===== config.mk =====
export PLATFORM = sky130hd
export DESIGN_NAME = mem_arbiter
export DESIGN_NICKNAME = d
export VERILOG_FILES = /design/src/rtl/mem_arbiter.sv
export SDC_FILE = /design/constraint.sdc
export NUM_CORES = 1
export LEC_CHECK = 0
export ABC_CLOCK_PERIOD_IN_PS = 2900
export BUFFER_PORTS_ARGS = -buffer_cell sky130_fd_sc_hd__buf_4
export CORE_MARGIN = 2
export CORE_UTILIZATION = 36
export DETAILED_ROUTE_END_ITERATION = 8
export GPL_TIMING_DRIVEN = 1
export HOLD_SLACK_MARGIN = 0.15
export PLACE_DENSITY = 0.94
export SYNTH_ARGS = -nofsm -noshare
export SYNTH_HDL_FRONTEND = slang
export SYNTH_SLANG_ARGS = --single-unit

===== constraint.sdc =====
create_clock -name clock -period 2.9 [get_ports clock]
set_input_delay 0.29 -clock clock [delete_from_list [all_inputs] [get_ports clock]]
set_output_delay 0.29 -clock clock [all_outputs]
set_load 0.05 [all_outputs]

===== src/rtl/mem_arbiter.sv =====
// -----------------------------------------------------------------------------
// mem_arbiter
//   Two-master arbiter in front of the tester's single external memory bus.
//   Master 0 is the test controller, master 1 the host loader/unloader.
//   Grant rotates round-robin at command acceptance. A small tag FIFO
//   remembers which master issued each accepted read so that in-order read
//   returns are steered back to the issuer.
//
// Ports
//   clock, reset                 rising-edge clock, synchronous active-high reset
//   m0_* / m1_*                  master command ports (address, byteenable,
//                                read, write, writedata) and responses
//                                (waitrequest, readdata, readdataready)
//   s_*                          memory controller command/response port
//   grant                        one-hot current grant, 00 = idle
//   pending                      number of reads accepted but not yet returned
//   rd_err                       sticky: read data arrived with nothing pending
// -----------------------------------------------------------------------------
module mem_arbiter #(
    parameter int ADDR_WIDTH  = 20,
    parameter int DATA_WIDTH  = 16,
    parameter int BE_WIDTH    = DATA_WIDTH / 8,
    parameter int MAX_PENDING = 4
) (
    input  logic                          clock,
    input  logic                          reset,

    input  logic [ADDR_WIDTH-1:0]         m0_address,
    input  logic [BE_WIDTH-1:0]           m0_byteenable,
    input  logic                          m0_read,
    input  logic                          m0_write,
    input  logic [DATA_WIDTH-1:0]         m0_writedata,
    output logic                          m0_waitrequest,
    output logic [DATA_WIDTH-1:0]         m0_readdata,
    output logic                          m0_readdataready,

    input  logic [ADDR_WIDTH-1:0]         m1_address,
    input  logic [BE_WIDTH-1:0]           m1_byteenable,
    input  logic                          m1_read,
    input  logic                          m1_write,
    input  logic [DATA_WIDTH-1:0]         m1_writedata,
    output logic                          m1_waitrequest,
    output logic [DATA_WIDTH-1:0]         m1_readdata,
    output logic                          m1_readdataready,

    output logic [ADDR_WIDTH-1:0]         s_address,
    output logic [BE_WIDTH-1:0]           s_byteenable,
    output logic                          s_read,
    output logic                          s_write,
    output logic [DATA_WIDTH-1:0]         s_writedata,
    input  logic                          s_waitrequest,
    input  logic [DATA_WIDTH-1:0]         s_readdata,
    input  logic                          s_readdataready,

    output logic [1:0]                    grant,
    output logic [$clog2(MAX_PENDING):0]  pending,
    output logic                          rd_err
);

    localparam int PW = $clog2(MAX_PENDING);
    localparam int CW = PW + 1;

    // State encoding doubles as the one-hot grant output.
    typedef enum logic [1:0] {
        ST_IDLE = 2'b00,
        ST_M0   = 2'b01,
        ST_M1   = 2'b10
    } state_t;

    state_t state, state_nxt;
    logic   rr, rr_nxt;                 // 0: master 0 wins a tie, 1: master 1

    logic                   req0, req1;
    logic                   g_read, g_write;
    logic                   full, blk, accept, push, pop;

    logic [MAX_PENDING-1:0] tag;        // issuing master ID per outstanding read
    logic [PW-1:0]          wr_ptr, rd_ptr;
    logic                   head;

    assign req0  = m0_read | m0_write;
    assign req1  = m1_read | m1_write;
    assign grant = state;

    // Slave command mux: mirror the granted master, drive zeros when idle.
    always_comb begin
        g_read       = 1'b0;
        g_write      = 1'b0;
        s_address    = '0;
        s_byteenable = '0;
        s_writedata  = '0;
        case (state)
            ST_M0: begin
                g_read       = m0_read;
                g_write      = m0_write;
                s_address    = m0_address;
                s_byteenable = m0_byteenable;
                s_writedata  = m0_writedata;
            end
            ST_M1: begin
                g_read       = m1_read;
                g_write      = m1_write;
                s_address    = m1_address;
                s_byteenable = m1_byteenable;
                s_writedata  = m1_writedata;
            end
            default: ;
        endcase
    end

    // A full tag FIFO blocks reads even if a return pops in the same cycle;
    // the freed slot is usable from the following cycle.
    assign full    = (pending == CW'(MAX_PENDING));
    assign blk     = g_read & full;
    assign s_read  = g_read & ~blk;
    assign s_write = g_write & ~g_read;   // read wins over a simultaneous write

    assign m0_waitrequest = (state == ST_M0) ? (s_waitrequest | blk) : 1'b1;
    assign m1_waitrequest = (state == ST_M1) ? (s_waitrequest | blk) : 1'b1;

    assign accept = (s_read | s_write) & ~s_waitrequest;
    assign push   = accept & s_read;
    assign pop    = s_readdataready & (pending != '0);

    // Read returns are in issue order, so the FIFO head names the owner.
    assign head             = tag[rd_ptr];
    assign m0_readdataready = pop & ~head;
    assign m1_readdataready = pop & head;
    assign m0_readdata      = s_readdata;
    assign m1_readdata      = s_readdata;

    // Grant only moves on acceptance or when the granted master lets go,
    // so a waiting command is never abandoned.
    always_comb begin
        state_nxt = state;
        rr_nxt    = rr;
        case (state)
            ST_IDLE: begin
                if (req0 & req1)
                    state_nxt = rr ? ST_M1 : ST_M0;
                else if (req0)
                    state_nxt = ST_M0;
                else if (req1)
                    state_nxt = ST_M1;
            end
            ST_M0: begin
                if (accept) begin
                    rr_nxt = 1'b1;
                    if (req1)
                        state_nxt = ST_M1;
                end else if (!req0) begin
                    state_nxt = req1 ? ST_M1 : ST_IDLE;
                end
            end
            ST_M1: begin
                if (accept) begin
                    rr_nxt = 1'b0;
                    if (req0)
                        state_nxt = ST_M0;
                end else if (!req1) begin
                    state_nxt = req0 ? ST_M0 : ST_IDLE;
                end
            end
            default: state_nxt = ST_IDLE;
        endcase
    end

    always_ff @(posedge clock) begin
        if (reset) begin
            state   <= ST_IDLE;
            rr      <= 1'b0;
            wr_ptr  <= '0;
            rd_ptr  <= '0;
            pending <= '0;
            rd_err  <= 1'b0;
        end else begin
            state <= state_nxt;
            rr    <= rr_nxt;
            if (push)
                wr_ptr <= wr_ptr + 1'b1;
            if (pop)
                rd_ptr <= rd_ptr + 1'b1;
            case ({push, pop})
                2'b10:   pending <= pending + 1'b1;
                2'b01:   pending <= pending - 1'b1;
                default: ;
            endcase
            if (s_readdataready && pending == '0)
                rd_err <= 1'b1;
        end
    end

    // Tag storage needs no reset: entries are only read behind a push.
    always_ff @(posedge clock) begin
        if (!reset && push)
            tag[wr_ptr] <= (state == ST_M1);
    end

endmodule

==> impl_metrics.ini <==
[floorplanning]
die_y_um = 74.2
die-area_sq_um = 5500
core_area_sq_um = 4720
top_level_ports = 182
start_util_pct = 37.5
die_width_um = 74.2
fp-row-count = 25

[layout]
area_growth_from_synthesis_to_layout_pct = 47.6
share_of_post_route_cells_with_drive_strength_above_1_pct = 46.5
layout.filler_cells = 450
nets = 425
antenna-diode-count = 0
final_cells = 381

[setup_path]
crit_path_max_fanout = 7
crit_type = reg2reg
cp_slowest_stage_delay_ns = 0.44
cp_cell_sequence = inv_1, ha_1, nand2b_1, nand2b_1, ha_1, inv_1, fa_1, xor2_1, or3_1, a21oi_1
cp_data_arrival_time_ns = 2.89
cp.buffers_inverters = 2
crit_slowest_cell = sky130_fd_sc_hd__dfxtp_1
timing.critical_path.max_delay_family = adder cells
critPathLaunchType = register
critPathRequiredTime_ns = 3.07
end_kind = register

[place]
dpl.cell_count = 377
gpl.final_weighted_congestion = 0.931
post-dp-hpwl_um = 4610
io_buffers = 133

[cts]
cts_repair_resize_count = 0
master_cell_of_the_clock_root_buffer = sky130_fd_sc_hd__clkbuf_8
worst_skew_pair.late_latency_ns = 0.24
cts_max_path_bufs = 2
htree_levels = 1
number_of_buffers_inserted_for_hold_repair_after_clock_tree_synthesis = 0
tritoncts.num_buffers = 3
tritoncts_clock_tree = built
clk_pin_slew_worst_setup_hold_paths_ns = 0.06
number_of_clock_sinks = 15
postCtsSetupBuffers = 0

[global_routing]
grt_first_pass_wirelength_um = 7880
grt_util_met3_pct = 5.42
grt_use_total_pct = 18.2
global_route.usage.met1_pct = 23.5
number_of_antenna_violations_at_the_first_check_in_global_routing = 0
grt_max_degree = 48
global_route.peak_usage_layer = met2
grt_pass1_vias = 1637
globalRouteOverflowTotal = 0
global_routing_usage_on_met2_pct = 30.9

[detailed_routing]
drt_via_density = 4.92
drcViolationCount = 0
via_count = 1876
wl_per_cell_um = 15.3
firstDrtPassIters = 4
drt_iter0_markers = 59
antenna_left = 0
routed_wl_um = 5830

[logic_synthesis]
synth_top_family_by_area = simple AND/OR/NAND/NOR gates
post-synth-top-count-cell = sky130_fd_sc_hd__nor2b_1
portion_of_netlist_area_occupied_by_mux_cells_pct = 1.83
synth_compound_gate_area_share_pct = 25.0
syn-cell-area_sq_um = 1770
ys_seq_elements = 15
synth.top_cells.by_count = 42 x sky130_fd_sc_hd__nor2b_1, 38 x sky130_fd_sc_hd__a22oi_1, 32 x sky130_fd_sc_hd__buf_4
syn_nets = 331
synth-edff-count = 4
adder_cell_share_of_the_synthesized_area_pct = 7.48
syn_inst_count = 221
synth_sequential_area_ratio_pct = 19.2
synth_top_area_share_pct = 16.1
synth_cell_types = 36
syn_area_per_cell_sq_um = 8.02
ys.flop_type = sky130_fd_sc_hd__dfxtp_1
synthSimpleGateAreaFrac_pct = 25.3
ys_top_cells_by_area = sky130_fd_sc_hd__a22oi_1 16%, sky130_fd_sc_hd__nor2b_1 15%, sky130_fd_sc_hd__buf_4 14%
synthesis.yosys.warnings = 0
synth_largest_area_cell = sky130_fd_sc_hd__a22oi_1
synth_async_sr_flop_share_pct = 0
synthXorXnorAreaFrac_pct = 2.47

[min_path]
min-delay-path-class = in2reg

[timing]
timing.final.hold_violations = 0
rsz0062_at_grt = no
setup-violations-final = 0
final_period_minus_worst_setup_slack_ns = 2.72
slew_viol_final = 0
clock_skew_ns = 0.00232
final.period_utilization_pct = 93.8
fin_tns_setup_ns = 0
max_slew_margin_pct = 69.4
worst_pin_slew_ns = 0.459
highest_achievable_clock_rate_ghz = 0.368
final.hold.worst_slack_ns = 0.296

[power_and_ir_drop]
peakVddDrop_uv = 699
powerDensity_nw_per_um2 = 823
power.leakage_nw = 1.17

[run_status]
run_status = finished, final reports clean

[job]
max_capacitance_violation_total = 0
## power by group
group	internal [mW]	switching [mW]
Combinational	0.617	1.10
Clock	0.0971	0.0695
Sequential	0.243	0.0312
## worst min-delay path, cell delays in order
cell	delay, ns
sky130_fd_sc_hd__buf_4	0.08
sky130_fd_sc_hd__a21oi_1	0.05
sky130_fd_sc_hd__nor2_1	0.08
## through the flow
step / utilization [%] / power (mW) / setup WS [ns] / area (sq um)
finish: 55.4 / 2.15 / 0.180 / 2620
global route: 55.4 / 2.28 / 0.0316 / 2620
CTS: 55.4 / 2.16 / 0.177 / 2620
detailed placement: 54.5 / 1.99 / 0.238 / 2570
global placement: 54.5 / 1.96 / 0.414 / 2570
floorplan: - / 1.65 / 0.0258 / 1770
## cell usage in the layout (no fill, tap or decap), types with 2 or more instances in the layout
cell type                  netlist  routed
sky130_fd_sc_hd__xor2_1          3       3
sky130_fd_sc_hd__nor2_1         14      14
sky130_fd_sc_hd__o21ai_0         4       4
sky130_fd_sc_hd__clkbuf_8        0       3
sky130_fd_sc_hd__buf_4          32     136
sky130_fd_sc_hd__xnor2_1         2       2
sky130_fd_sc_hd__inv_1           7       7
sky130_fd_sc_hd__nand2_1         6       6
sky130_fd_sc_hd__ha_1            9       9
sky130_fd_sc_hd__dfxtp_1        11      11
sky130_fd_sc_hd__nor2b_1        42      42
sky130_fd_sc_hd__nand3b_1        2       2
sky130_fd_sc_hd__o31ai_1         2       2
sky130_fd_sc_hd__nand2b_1        2       2
sky130_fd_sc_hd__a22oi_1        38      38
sky130_fd_sc_hd__a21oi_1         6       6
sky130_fd_sc_hd__and2_1          6       6
sky130_fd_sc_hd__a211oi_1        2       2
sky130_fd_sc_hd__edfxtp_1        4       4
## cell type report
cell class                 instances  area, sq um  share of cell area (%)
multi-input combinational        152         1100                    42.1
clock buffer                       4         45.0                    1.72
tap                               67         83.8                    3.20
inverter                           7         26.3                    1.00
sequential                        15          340                    13.0
timing repair buffer             136         1020                    39.0
## path summary, 6_finish.rpt
kind / start / endpoint / slack (ns) / depth (start not counted)
max: grant[0] / pending[2] / 0.18 / 10
min: s_readdataready / rd_err / 0.30 / 3
max reg2reg: grant[0] / pending[2] / 0.18 / 10
min reg2reg: rd_err / rd_err / 0.49 / 2
## flip-flops by register name, summed over array words and instances, names as in the netlist
name,cells
tag,4
pending,3
grant,2
rd_ptr,2
wr_ptr,2
rd_err,1
rr,1
## kinds of logic (layout without fill, tap and decap cells)
logic type,after synthesis,in the layout
XOR/XNOR,5,5
AND/OR/NAND/NOR,77,77
AO/OA/AOI/OAI,58,58
buffers and inverters,54,147
adder cells (fa/ha/maj),10,10
multiplexers,2,2
flip-flops,15,15
## layer usage
metal | part of all wire, % | vias to the layer above | wire (um)
li1 | - | 924 | -
met1 | 41 | 837 | 2370
met2 | 50 | 113 | 2890
met3 | 9.4 | 2 | 547
met4 | 0.26 | 0 | 15
met5 | 0 | - | 0
(Power assumes the default switching activity.)
